`src/rtl/mtr_pkg.sv`:
```
// Shared types and constants for the motor duty ramp block.
package mtr_pkg;

  typedef enum logic [1:0] {
    IDLE = 2'd0,
    RUN  = 2'd1,
    STOP = 2'd2
  } state_e;

  localparam logic [10:0]        MID_DUTY = 11'h400;
  localparam logic signed [11:0] SPD_MAX  = 12'sd1023;

  // Clamp a raw 12-bit speed to the symmetric range the PWM can express.
  function automatic logic signed [11:0] sat_spd(input logic signed [11:0] spd);
    if (spd > SPD_MAX) begin
      return SPD_MAX;
    end else if (spd < -SPD_MAX) begin
      return -SPD_MAX;
    end else begin
      return spd;
    end
  endfunction

  // Offset-binary duty word; the 11-bit wrap maps -1023 onto 0x001.
  function automatic logic [10:0] to_duty(input logic signed [11:0] app);
    return MID_DUTY + app[10:0];
  endfunction

endpackage

```
`src/rtl/mtr_duty_ramp_slew_lim.sv`:
```
// One side of the ramp: saturate the target, slew the applied speed toward it.
module slew_lim
  import mtr_pkg::*;
#(
  parameter int RAMP_STEP = 16
) (
  input  logic               clk,
  input  logic               rst_n,
  input  logic               tick_i,
  input  logic               zero_i,
  input  logic signed [11:0] tgt_i,
  output logic signed [11:0] app_d_o,
  output logic               at_tgt_o
);

  localparam logic signed [12:0] STEP = 13'(RAMP_STEP);

  logic signed [11:0] app_q;
  logic signed [11:0] app_d;
  logic signed [11:0] tgt_eff;
  logic signed [12:0] diff;
  logic signed [12:0] sum;

  // Next applied speed, computed in 13 bits so target minus applied never overflows.
  always_comb begin
    tgt_eff = zero_i ? 12'sd0 : sat_spd(tgt_i);
    diff    = {tgt_eff[11], tgt_eff} - {app_q[11], app_q};
    sum     = {app_q[11], app_q};
    if (diff > STEP) begin
      sum = {app_q[11], app_q} + STEP;
    end else if (diff < -STEP) begin
      sum = {app_q[11], app_q} - STEP;
    end else begin
      sum = {tgt_eff[11], tgt_eff};
    end
    app_d = sum[11:0];
  end

  assign app_d_o  = app_d;
  assign at_tgt_o = (app_d == tgt_eff);

  // Applied speed only moves on the frame tick.
  always_ff @(posedge clk or negedge rst_n) begin
    if (!rst_n) begin
      app_q <= 12'sd0;
    end else if (tick_i) begin
      app_q <= app_d;
    end
  end

endmodule

```
`src/rtl/mtr_duty_ramp.sv`:
```
// Frame-synchronous duty ramp for a two-motor PWM stage.
module mtr_duty_ramp
  import mtr_pkg::*;
#(
  parameter int RAMP_STEP = 16
) (
  input  logic        clk,
  input  logic        rst_n,
  input  logic        en,
  input  logic [11:0] lft_spd,
  input  logic [11:0] rght_spd,
  output logic [10:0] lft_duty,
  output logic [10:0] rght_duty,
  output logic        duty_upd,
  output logic        settled
);

  logic [10:0]        frame_q;
  logic               tick;
  logic               zero_tgt;
  state_e             state_q, state_d;
  logic signed [11:0] lft_app_d, rght_app_d;
  logic               lft_at, rght_at;
  logic               settled_d;
  logic [10:0]        lft_duty_q, rght_duty_q;
  logic               duty_upd_q, settled_q;

  assign tick     = (frame_q == 11'h7FF);
  assign zero_tgt = ~en;

  slew_lim #(.RAMP_STEP(RAMP_STEP)) u_lft (
    .clk      (clk),
    .rst_n    (rst_n),
    .tick_i   (tick),
    .zero_i   (zero_tgt),
    .tgt_i    ($signed(lft_spd)),
    .app_d_o  (lft_app_d),
    .at_tgt_o (lft_at)
  );

  slew_lim #(.RAMP_STEP(RAMP_STEP)) u_rght (
    .clk      (clk),
    .rst_n    (rst_n),
    .tick_i   (tick),
    .zero_i   (zero_tgt),
    .tgt_i    ($signed(rght_spd)),
    .app_d_o  (rght_app_d),
    .at_tgt_o (rght_at)
  );

  // Free-running frame counter, aligned with the downstream PWM counter.
  always_ff @(posedge clk or negedge rst_n) begin
    if (!rst_n) begin
      frame_q <= 11'h000;
    end else begin
      frame_q <= frame_q + 11'h001;
    end
  end

  // Next state and settled flag; both sides share one enable so en alone picks the slew target.
  always_comb begin
    state_d = state_q;
    case (state_q)
      IDLE:    state_d = en ? RUN : IDLE;
      RUN:     state_d = en ? RUN : STOP;
      STOP: begin
        if (en) begin
          state_d = RUN;
        end else if ((lft_app_d == 12'sd0) && (rght_app_d == 12'sd0)) begin
          state_d = IDLE;
        end else begin
          state_d = STOP;
        end
      end
      default: state_d = IDLE;
    endcase

    settled_d = 1'b0;
    case (state_d)
      IDLE:    settled_d = 1'b1;
      RUN:     settled_d = lft_at & rght_at;
      default: settled_d = 1'b0;
    endcase
  end

  // State and registered outputs update on the tick so the PWM sees new words at frame start.
  always_ff @(posedge clk or negedge rst_n) begin
    if (!rst_n) begin
      state_q     <= IDLE;
      lft_duty_q  <= MID_DUTY;
      rght_duty_q <= MID_DUTY;
      settled_q   <= 1'b1;
      duty_upd_q  <= 1'b0;
    end else begin
      duty_upd_q <= tick;
      if (tick) begin
        state_q     <= state_d;
        lft_duty_q  <= to_duty(lft_app_d);
        rght_duty_q <= to_duty(rght_app_d);
        settled_q   <= settled_d;
      end
    end
  end

  assign lft_duty  = lft_duty_q;
  assign rght_duty = rght_duty_q;
  assign duty_upd  = duty_upd_q;
  assign settled   = settled_q;

endmodule

```
`config.mk`:
```
export PLATFORM = sky130hd
export DESIGN_NAME = mtr_duty_ramp
export DESIGN_NICKNAME = d
export VERILOG_FILES = /design/src/rtl/mtr_pkg.sv /design/src/rtl/mtr_duty_ramp_slew_lim.sv /design/src/rtl/mtr_duty_ramp.sv
export SDC_FILE = /design/constraint.sdc
export NUM_CORES = 1
export LEC_CHECK = 0
export ABC_AREA = 0
export BUFFER_PORTS_ARGS = -buffer_cell sky130_fd_sc_hd__buf_2
export CORE_MARGIN = 3
export CORE_UTILIZATION = 45
export DETAILED_ROUTE_END_ITERATION = 10
export SLEW_MARGIN = 20
export SYNTH_ARGS = -nofsm -noshare
export SYNTH_HDL_FRONTEND = slang
export SYNTH_HIERARCHICAL = 1
export SYNTH_SLANG_ARGS = --single-unit
export TNS_END_PERCENT = 20
```
`constraint.sdc`:
```
create_clock -name clk -period 7.1 [get_ports clk]
set_input_delay 0.71 -clock clk [delete_from_list [all_inputs] [get_ports clk]]
set_output_delay 0.71 -clock clk [all_outputs]
set_load 0.01 [all_outputs]
```
# Word level (Yosys, flattened, before mapping)

Cells that the tools add are included.

Add/sub/neg operators: 9
Equality and inequality tests: 6
Magnitude comparators: 8
Bitwise gates (word level): 1
Reductions and logical operators: 5
Muxes and demuxes: 16

Operators by type and width:

| operator                 | number |
|---|---|
| $mux W12                 | 10 |
| $gt A13 B6 Y1 const B    | 2 |
| $lt A13 B5 Y1 const B    | 2 |
| $sub A12 B12 Y13         | 2 |
| $add A12 B6 Y12 const B  | 2 |
| $eq A12 B12 Y1           | 2 |
| $gt A12 B11 Y1 const B   | 2 |
| $logic_not A12 Y1        | 2 |
| $lt A12 B11 Y1 const B   | 2 |
| $sub A12 B6 Y12 const B  | 2 |
| $add A11 B11 Y11 const A | 2 |
| $add A11 B1 Y11 const B  | 1 |
| $eq A11 B11 Y1 const B   | 1 |
| $mux W2                  | 3 |
| $pmux W2 S3              | 1 |
| $eq A2 B1 Y1 const B     | 2 |
| $logic_not A2 Y1         | 2 |
| $eq A2 B2 Y1 const B     | 1 |
| $pmux W1 S2              | 1 |
| $and A1 B1 Y1            | 1 |
| $logic_and A1 B1 Y1      | 1 |
| $mux W1                  | 1 |

Register bits: 61
Output and inout bits: 24
Input port bits: 27

# Logic depth before layout (Yosys ltp)

Gate-level depths: netlist of run 1.

Depth after elaboration: 15
Gate-level depth with buffers: 27
Gate-level depth less buffers: 24

# Cells and area by module

Netlist of run 1, hierarchy kept.

By module, submodules not included:

| module            | instances | cells each | area an instance (µm²) |
|---|---|---|---|
| slew_lim (u_lft)  | 1         | 288        | 2134.5 |
| slew_lim (u_rght) | 1         | 281        | 2114.5 |
| mtr_duty_ramp     | 1         | 112        | 1529.0 |

# Least setup slack after synthesis of run 1

OpenSTA, ideal clock, no wires.

Path type: input port to flip-flop
From: input port rght_spd[8]
To: register settled_q, in the netlist settled
Data arrival time: 5.501 ns
Buffers on the path: 2
Stages: 24
Data required time: 7.039 ns
Setup slack: 1.539 ns
Setup time: 0.061 ns
Cell sequence: nor4_1 > nand3_1 > nand3_1 > ha_1 > clkbuf_1 > nor2_1 > a21oi_1 > inv_1 > ha_1 > inv_1 > fa_1 > nand3_1 > a21oi_1 > or2_4 > a2111oi_1 > and4b_4 > o41ai_4 > and2_2 > buf_2 > mux2_2 > nor4_1 > nand4_1 > a2111oi_0 > o22a_1

Word-level cells in the longest chain between the ends: 15
Elaborated cells on any way between the ends: 20

RTL lines:

| item                                             | RTL line                     | RTL |
|---|---|---|
| start, declared                                  | mtr_duty_ramp.sv:11          | `input logic [11:0] rght_spd,` |
| $lt A12 B11 Y1                                   | mtr_pkg.sv:17                | `end else if (spd < -SPD_MAX) begin` |
| $mux W12                                         | mtr_pkg.sv:17                |  |
| $mux W12 (*)                                     | mtr_pkg.sv:15                | `if (spd > SPD_MAX) begin` |
| $mux W12 (*)                                     | mtr_duty_ramp_slew_lim.sv:26 | `tgt_eff = zero_i ? 12'sd0 : sat_spd(tgt_i);` |
| $sub A12 B12 Y13                                 | mtr_duty_ramp_slew_lim.sv:27 | `diff = {tgt_eff[11], tgt_eff} - {app_q[11], app_q};` |
| $lt A13 B5 Y1                                    | mtr_duty_ramp_slew_lim.sv:31 | `end else if (diff < -STEP) begin` |
| $mux W12                                         | mtr_duty_ramp_slew_lim.sv:31 |  |
| $mux W12 (*)                                     | mtr_duty_ramp_slew_lim.sv:29 | `if (diff > STEP) begin` |
| via rght_app_d[0]                                | mtr_duty_ramp.sv:22          | `logic signed [11:0] lft_app_d, rght_app_d;` |
| $logic_not A12 Y1                                | mtr_duty_ramp.sv:69          | `end else if ((lft_app_d == 12'sd0) && (rght_app_d == 12'sd0)) begin` |
| $logic_and A1 B1 Y1                              | mtr_duty_ramp.sv:69          |  |
| $mux W2                                          | mtr_duty_ramp.sv:69          |  |
| $mux W2                                          | mtr_duty_ramp.sv:67          | `if (en) begin` |
| $pmux W2 S3                                      | mtr_duty_ramp.sv:63          | `case (state_q)` |
| $eq A2 B1 Y1 or $logic_not A2 Y1 (tied branches) | mtr_duty_ramp.sv:79          | `case (state_d)` |
| $pmux W1 S2 (*)                                  | mtr_duty_ramp.sv:79          |  |
| end signal, assigned                             | mtr_duty_ramp.sv:100         | `settled_q <= settled_d;` |
| end, declared                                    | mtr_duty_ramp.sv:26          | `logic duty_upd_q, settled_q;` |

Mark *: on every way through the listed nets, which the timed path passes. The rest lies on a longest branch.
A chain may end at the register's enable or synchronous reset.

# Final worst setup path of run 1

Same ends and word-level chain as after synthesis.

==> results.tsv, run 1 <==
stage	metric	value	unit
run_status	outcome	complete, no violations	
global_routing	grt_use_total	0.207	
setup_path	worstPathArrival	6.53	ns
sta	rsz0062_at_grt	no	
clock_network	hold_buffers	0	
route	drt_first_pass_iters	5	
route	antenna_left	0	
logic_synthesis	synth-main-ff-cell	dfrtp_1	
sta	fin_skew	0.00926	ns
sta	max_freq	0.159	GHz
sta	post-route-period-util	0.884	
power_and_ir_drop	power_density	162	nW/µm²
sta	fin_setup_tns	0	ns
sta	drv_slew	0	
sta	tightest_slew	1.02	ns
global_routing	grt_overflow	0	
sta	hold_viol	0	
floorplanning	die_area	14200	µm²
cells_and_area	fin_util	0.524	
logic_synthesis	synth_fa_ha_area_frac	0.0751	
placement	placed_cells	873	
power_and_ir_drop	vdd_drop_max	0.000136	V
cells_and_area	drive_above_1_share	0.201	
setup_path	startpoint_type	input pin	
cells_and_area	nets	774	
logic_synthesis	synth-compound-area-share	0.228	
clock_network	clockRootBuffer	clkbuf_16	
logic_synthesis	syn-num-nets	739	
setup_path	rrSetupSlack	1.96	ns
route	viasPerCell	5.75	
cells_and_area	diodes	0	
cells_and_area	fin_area	6420	µm²
power_and_ir_drop	power.leakage	0.00294	µW
clock_network	cts_tree	done	
setup_path	cp_top_family	simple AND/OR/NAND/NOR gates	
setup_path	path_class	input pin to register	
floorplanning	core_area	12300	µm²
cells_and_area	stdcell_count	889	
floorplanning	rows	40	
global_routing	grt_antenna_before_repair	0	
logic_synthesis	synthXorXnorAreaFrac	0.0691	
sta	setup_viol	0	
logic_synthesis	avgSynthCellArea	8.48	µm²
setup_path	cp_slowest_cell	o41ai_4	
placement	gp_congestion	0.943	
logic_synthesis	synth_cells	681	
logic_synthesis	synthMuxAreaShare	0.0780	
route	wl_per_cell	16.5	µm
cells_and_area	area_delta_synth_final	11.1	%
placement	dp.final_hpwl	11600	µm
sta	fin_crit	6.27	ns
setup_path	end_kind	register	
setup_path	crit_chain	buf_2, nor4_1, nand3_1, nand3_1, ha_1, nor2_1, a21oi_1, inv_1, ha_1, inv_1, fa_1, nand3_1, a21oi_1, or2_4, a2111oi_1, and4b_4, o41ai_4, and2_2, mux2_2, nor4_1, nand4_1, a2111oi_0, o22a_1	
logic_synthesis	synth_top_family_by_area	compound AO/OA/AOI/OAI gates	
sta	max_slew_margin	0.317	
clock_network	cts_sinks	61	
clock_network	ctsResizeCount	0	
clock_network	cts_setup_buffers	0	
floorplanning	ios	51	
setup_path	path_buf_inv	3	
clock_network	cts_buffers	9	
global_routing	grt_max_degree	70	
clock_network	path_clk_slew	0.05	ns
clock_network	clkLatencyLatePin	0.32	ns
logic_synthesis	synth-simple-area-share	0.219	
logic_synthesis	seq_area_frac_synth	0.265	
route	wl	14700	µm
floorplanning	chipHeight	119	µm
logic_synthesis	ys_seq_elements	61	
global_routing	grt_pass1_vias	4841	
setup_path	cp_data_required_time	7.36	ns
setup_path	max_stage_delay	0.87	ns
placement	portBuffers	50	
floorplanning	die_w	119	µm
logic_synthesis	async_reset_ff_frac	1.00	
setup_path	cp_common_cell	nand3_1	
placement	dpl_cell_area	6090	µm²
logic_synthesis	synth-edff-count	0	
route	first_iter_violations	467	
clock_network	htreeDepth	3	
global_routing	grt_pass1_wl	24300	µm
logic_synthesis	synth.distinct_cells	97	
logic_synthesis	synth_area	5780	µm²
job	maxCapViolCount	0	
setup_path	path_max_fanout	18	
floorplanning	initial_utilization	0.471	
clock_network	cts_buffer_depth	2	
route	dr_total_vias	5109	
route	drcViolationCount	0	
logic_synthesis	yosysWarnings	6	
hold_path	hold_path.class	register to register	
## synthesized netlist by cell type (3+ instances only)
cell / count / area, µm²
o211ai_1: 7 / 52.6
buf_2: 7 / 35.0
o21a_1: 3 / 22.5
o22a_1: 3 / 26.3
dfrtp_1: 58 / 1450
xor2_1: 14 / 123
nor2_1: 42 / 158
nand3b_1: 3 / 22.5
o21ai_0: 34 / 170
nand4_1: 9 / 56.3
a31oi_1: 3 / 18.8
o22ai_1: 8 / 50.1
nand2b_1: 22 / 138
clkbuf_1: 11 / 41.3
nor4_1: 17 / 106
a21o_1: 7 / 52.6
or3_1: 5 / 31.3
ha_1: 29 / 363
nand3_1: 25 / 125
o2111ai_1: 5 / 43.8
and2_1: 5 / 31.3
and3_1: 4 / 25.0
o21ai_2: 5 / 43.8
inv_1: 53 / 199
xnor2_2: 3 / 48.8
xnor2_1: 26 / 228
a21oi_1: 48 / 240
buf_6: 6 / 67.6
mux2_2: 29 / 327
a21oi_2: 6 / 52.6
nor2b_1: 5 / 31.3
mux2i_1: 9 / 90.1
nor3_1: 16 / 80.1
nand2_1: 66 / 248
o2bb2ai_1: 4 / 35.0
dfstp_2: 3 / 78.8
a211oi_1: 3 / 22.5
## layout make-up
type                    instances  area [µm²]
repair buffers                 54         280
flip-flops and latches         61        1530
fillers                      1174        5840
inverters                      54         203
clock buffers                  13         260
well taps                     168         210
clock inverters                 3        68.8
multi-input cells             536        3870
## metrics by stage
stage,hold WS (ns),total power [µW],setup WS [ns]
after floorplan,0.414,521,1.54
after detailed placement,0.459,573,0.514
final,0.468,1040,0.826
after global routing,0.492,1090,0.185
after global placement,0.453,569,0.688
after CTS,0.475,1050,0.846
## report_power, final
group / internal (µW) / leakage, µW / total [µW] / switching [µW]
Sequential: 348 / 0.000733 / 348 / 0
Clock: 327 / 0.000160 / 473 / 146
Combinational: 82.2 / 0.00205 / 222 / 139
## kinds of logic (layout without fill, tap and decap cells)
logic type                 count (synthesis)  after routing
DFF                                       61             61
xor gates and xnor gates                  43             43
muxes                                     40             40
AOI/OAI and AO/OA                        178            178
and+or+nand+nor                          241            241
adders and majority gates                 34             34
buffers and inverters                     84            124
## registers in the layout (all words and copies together) (netlist names)
signal,cells
u_lft/app_q,12
rght_duty,11
duty_upd,1
u_rght/app_q,12
state_q,2
lft_duty,11
frame_q,11
settled,1
## worst reg2reg max path: cells and delay by family, from the launching register on
| family | cells | cell delay (ns) |
|---|---|---|
| AND/OR/NAND/NOR | 6 | 1.70 |
| flip-flops | 1 | 0.49 |
| adder cells (fa/ha/maj) | 1 | 0.38 |
| AO/OA/AOI/OAI | 5 | 1.96 |
| multiplexers | 1 | 0.40 |
| buffers and inverters | 1 | 0.15 |
## routing by layer
metal  GRT usage  up-vias  part of all wire  routed length, µm
li1            -     2534                 -                  -
met1       0.328     2393              0.51               7500
met2       0.295      171              0.41               6090
met3      0.0347       11             0.066                967
met4      0.0387        0            0.0081                119
met5           0        -                 0                  0
## layout by cell type (no fill, tap or decap), types with 3 or more instances in the layout
cell,synthesis,layout
nand2_1,66,66
dfrtp_1,58,58
inv_1,53,53
buf_2,7,50
a21oi_1,48,48
nor2_1,42,42
o21ai_0,34,34
mux2_2,29,29
ha_1,29,29
xnor2_1,26,26
nand3_1,25,25
nand2b_1,22,22
nor4_1,17,17
nor3_1,16,16
xor2_1,14,14
nand4_1,9,9
mux2i_1,9,9
clkbuf_16,0,9
o22ai_1,8,8
o211ai_1,7,7
a21o_1,7,7
a21oi_2,6,6
o2111ai_1,5,5
or3_1,5,5
nor2b_1,5,5
and2_1,5,5
o21ai_2,5,5
and3_1,4,4
buf_4,2,4
o2bb2ai_1,4,4
o22a_1,3,3
dfstp_2,3,3
nand3b_1,3,3
xnor2_2,3,3
a31oi_1,3,3
a211oi_1,3,3
o21a_1,3,3
## worst paths after layout
kind	startpoint	endpoint	cells after the start
max in group asynchronous	rst_n	u_lft/app_q[6]	2
max reg2reg	u_rght/app_q[4]	settled	14
min in group asynchronous	rst_n	frame_q[9]	2
max	rght_spd[8]	settled	23
min	rght_duty[10]	rght_duty[10]	2
min reg2reg	rght_duty[10]	rght_duty[10]	2
No activity file was read; power rests on OpenSTA's default activity.
==> run 2, diff against run 1 <==
Settings changed: ABC_AREA 0 to 1, PLACE_DENSITY set to 0.68.
==> run 2 against run 1 <==
Total power grew 0.15%; routed wire length shrank 0.50%; critical path depth grew 8; sequential share of layout area shrank 0.43 points; non-clock buffer count shrank 3; global-route usage grew 0.23 points; synthesized area grew 1.6%; largest cell class unchanged; largest power group unchanged.
==> results.tsv, run 2 <==
stage	metric	value	unit
logic_synthesis	synth_area_leaders	dfrtp_1 25%, nand2_1 20%, nand3_1 8.4%	
setup_path	reg2reg_depth	26	
placement	gp_congestion	0.916	
sta	max_freq	0.199	GHz
cells_and_area	multi_input_area	3690	µm²
cells_and_area	layout_commonest_cell	nand2_1	
clock_network	cts_sinks	61	
sta	fin_setup_tns	0	ns
sta	fin_crit	5.03	ns
logic_synthesis	avgSynthCellArea	6.38	µm²
hold_path	hold_path.class	register to register	
hold_path	whs_path_depth	1	
cells_and_area	final_cell_mix	308 x nand2_1, 113 x inv_1, 98 x nand3_1	
power_and_ir_drop	vdd_drop_max	0.000118	V
setup_path	end_kind	register	
sta	max_slew_margin	0.422	
sta	tightest_slew	0.867	ns
clock_network	cts_buffer_depth	2	
logic_synthesis	synthMuxAreaShare	0	
logic_synthesis	synth_top_cell_area_share	0.247	
global_routing	grt_pass1_wl	24900	µm
cells_and_area	nFillCells	1288	
clock_network	clkLatencyLatePin	0.33	ns
placement	dpl_cell_area	6210	µm²
placement	placed_cells	1124	
clock_network	ctsResizeCount	0	
cells_and_area	seq_area	1530	µm²
logic_synthesis	async_reset_ff_frac	1.00	
floorplanning	rows	41	
sta	whs	0.450	ns
clock_network	cts_setup_buffers	0	
global_routing	grt_overflow	0	
floorplanning	die_area	14400	µm²
logic_synthesis	synth-simple-area-share	0.432	
logic_synthesis	synth_fa_ha_area_frac	0.0686	
sta	hold_viol	0	
power_and_ir_drop	power_density	160	nW/µm²
sta	setup_viol	0	
cells_and_area	fin_area	6540	µm²
global_routing	grt_use_total	0.209	
logic_synthesis	yosysWarnings	6	
cells_and_area	drive_above_1_share	0.142	
setup_path	startpoint_type	input pin	
logic_synthesis	synth.distinct_cells	39	
setup_path	worstPathArrival	5.25	ns
logic_synthesis	synth-main-ff-cell	dfrtp_1	
global_routing	grt_max_degree	62	
logic_synthesis	synth_area_leader_cell	dfrtp_1	
logic_synthesis	ys_seq_elements	61	
clock_network	cts_tree	done	
setup_path	path_class	input pin to register	
logic_synthesis	seq_area_frac_synth	0.261	
route	wl	14600	µm
placement	portBuffers	50	
logic_synthesis	synth_area	5870	µm²
route	wl_per_cell	12.8	µm
floorplanning	ios	51	
clock_network	htreeDepth	3	
sta	rsz0062_at_grt	no	
logic_synthesis	syn-num-nets	978	
clock_network	clockRootBuffer	clkbuf_16	
logic_synthesis	synth-compound-area-share	0.0810	
logic_synthesis	synth-edff-count	0	
setup_path	cp_slowest_cell	a21oi_1	
setup_path	cp_data_required_time	7.32	ns
job	maxCapViolCount	0	
logic_synthesis	synthXorXnorAreaFrac	0.0478	
route	first_iter_violations	416	
logic_synthesis	post-synth-top-count-cell	nand2_1	
route	antenna_left	0	
route	drcViolationCount	0	
cells_and_area	area_delta_synth_final	11.4	%
floorplanning	die_w	120	µm
power_and_ir_drop	total_power	1040	µW
cells_and_area	top_regs	u_lft/app_q: 12 flops, u_rght/app_q: 12 flops	
route	viasPerCell	5.04	
floorplanning	initial_utilization	0.463	
clock_network	path_clk_slew	0.05	ns
placement	dp.final_hpwl	11300	µm
floorplanning	core_area	12700	µm²
sta	fin_skew	0.00870	ns
route	dr_total_vias	5746	
power_and_ir_drop	power.leakage	0.00349	µW
sta	post-route-period-util	0.708	
logic_synthesis	synth.top_cells.by_count	308 x nand2_1, 113 x inv_1, 98 x nand3_1	
route	drt_first_pass_iters	5	
global_routing	grt_antenna_before_repair	0	
sta	drv_slew	0	
cells_and_area	diodes	0	
clock_network	hold_buffers	0	
logic_synthesis	synth_cells	920	
setup_path	path_max_fanout	24	
setup_path	cp_common_cell	nand2_1	
logic_synthesis	synth_top_family_by_area	simple AND/OR/NAND/NOR gates	
floorplanning	chipHeight	120	µm
setup_path	max_stage_delay	0.42	ns
cells_and_area	nets	1021	
global_routing	grt_pass1_vias	5289	
cells_and_area	stdcell_count	1140	
clock_network	cts_buffers	9	
run_status	outcome	complete, no violations	
run 2: changes by cell type in the layout (fill, tap and decap cells not counted), sizes merged, moves of 17 or more:
cell,previous run,this run
a21oi,55,38
nand2b,22,0
mux2,30,0
nor2,43,69
xnor2,29,4
inv,53,133
nand2,66,336
nand3,26,107
run 2: critical path: cells and delay by family:
family                   cells  cell delay, ns
adder cells (fa/ha/maj)      2            0.60
AO/OA/AOI/OAI                3            0.93
AND/OR/NAND/NOR             22            2.51
buffers and inverters        4            0.52
run 2: final timing paths:
check,start,to,slack (ns)
worst min register to register,frame_q[0],frame_q[0],0.45
worst max-delay path,rght_spd[3],state_q[1],2.07
min in group asynchronous,rst_n,rght_duty[2],0.52
worst max register to register,u_rght/app_q[4],state_q[1],3.43
max in group asynchronous,rst_n,u_lft/app_q[10],6.05
worst min-delay path,frame_q[0],frame_q[0],0.45
run 2: layout make-up:
class                   count  area share
repair buffers             51      0.0394
clock buffers              10      0.0365
multi-input cells         706       0.565
well taps                 172      0.0329
clock inverters             6      0.0142
flip-flops and latches     61       0.234
inverters                 134      0.0781
run 2: report_power, final:
| part | leakage, µW | switching, µW | internal, µW |
|---|---|---|---|
| combinational | 0.00274 | 144 | 65.4 |
| sequential | 0.000587 | 0 | 348 |
| clock | 0.000156 | 167 | 319 |
| total | 0.00349 | 312 | 732 |
run 2: logic make-up (layout without fill, tap and decap cells):
group | Yosys count | in the layout
compound gates | 85 | 85
xor+xnor | 32 | 32
fa+ha+maj | 31 | 31
buf+inv | 153 | 201
flops | 61 | 61
simple gates | 558 | 558
run 2: through the flow:
step                worst slack [ns]  utilization
floorplan                       2.61            -
global placement                1.86        0.490
detailed placement              1.82        0.490
CTS                             2.11        0.516
global route                    1.49        0.516
finish                          2.07        0.516
run 2: per-layer routing:
metal,up-vias,wire (µm),GRT usage,share of wire
met2,134,6100,0.313,0.42
li1,3017,-,-,-
met1,2579,7600,0.315,0.52
met3,16,727,0.0346,0.050
met5,-,0,0,0
met4,0,168,0.0515,0.012
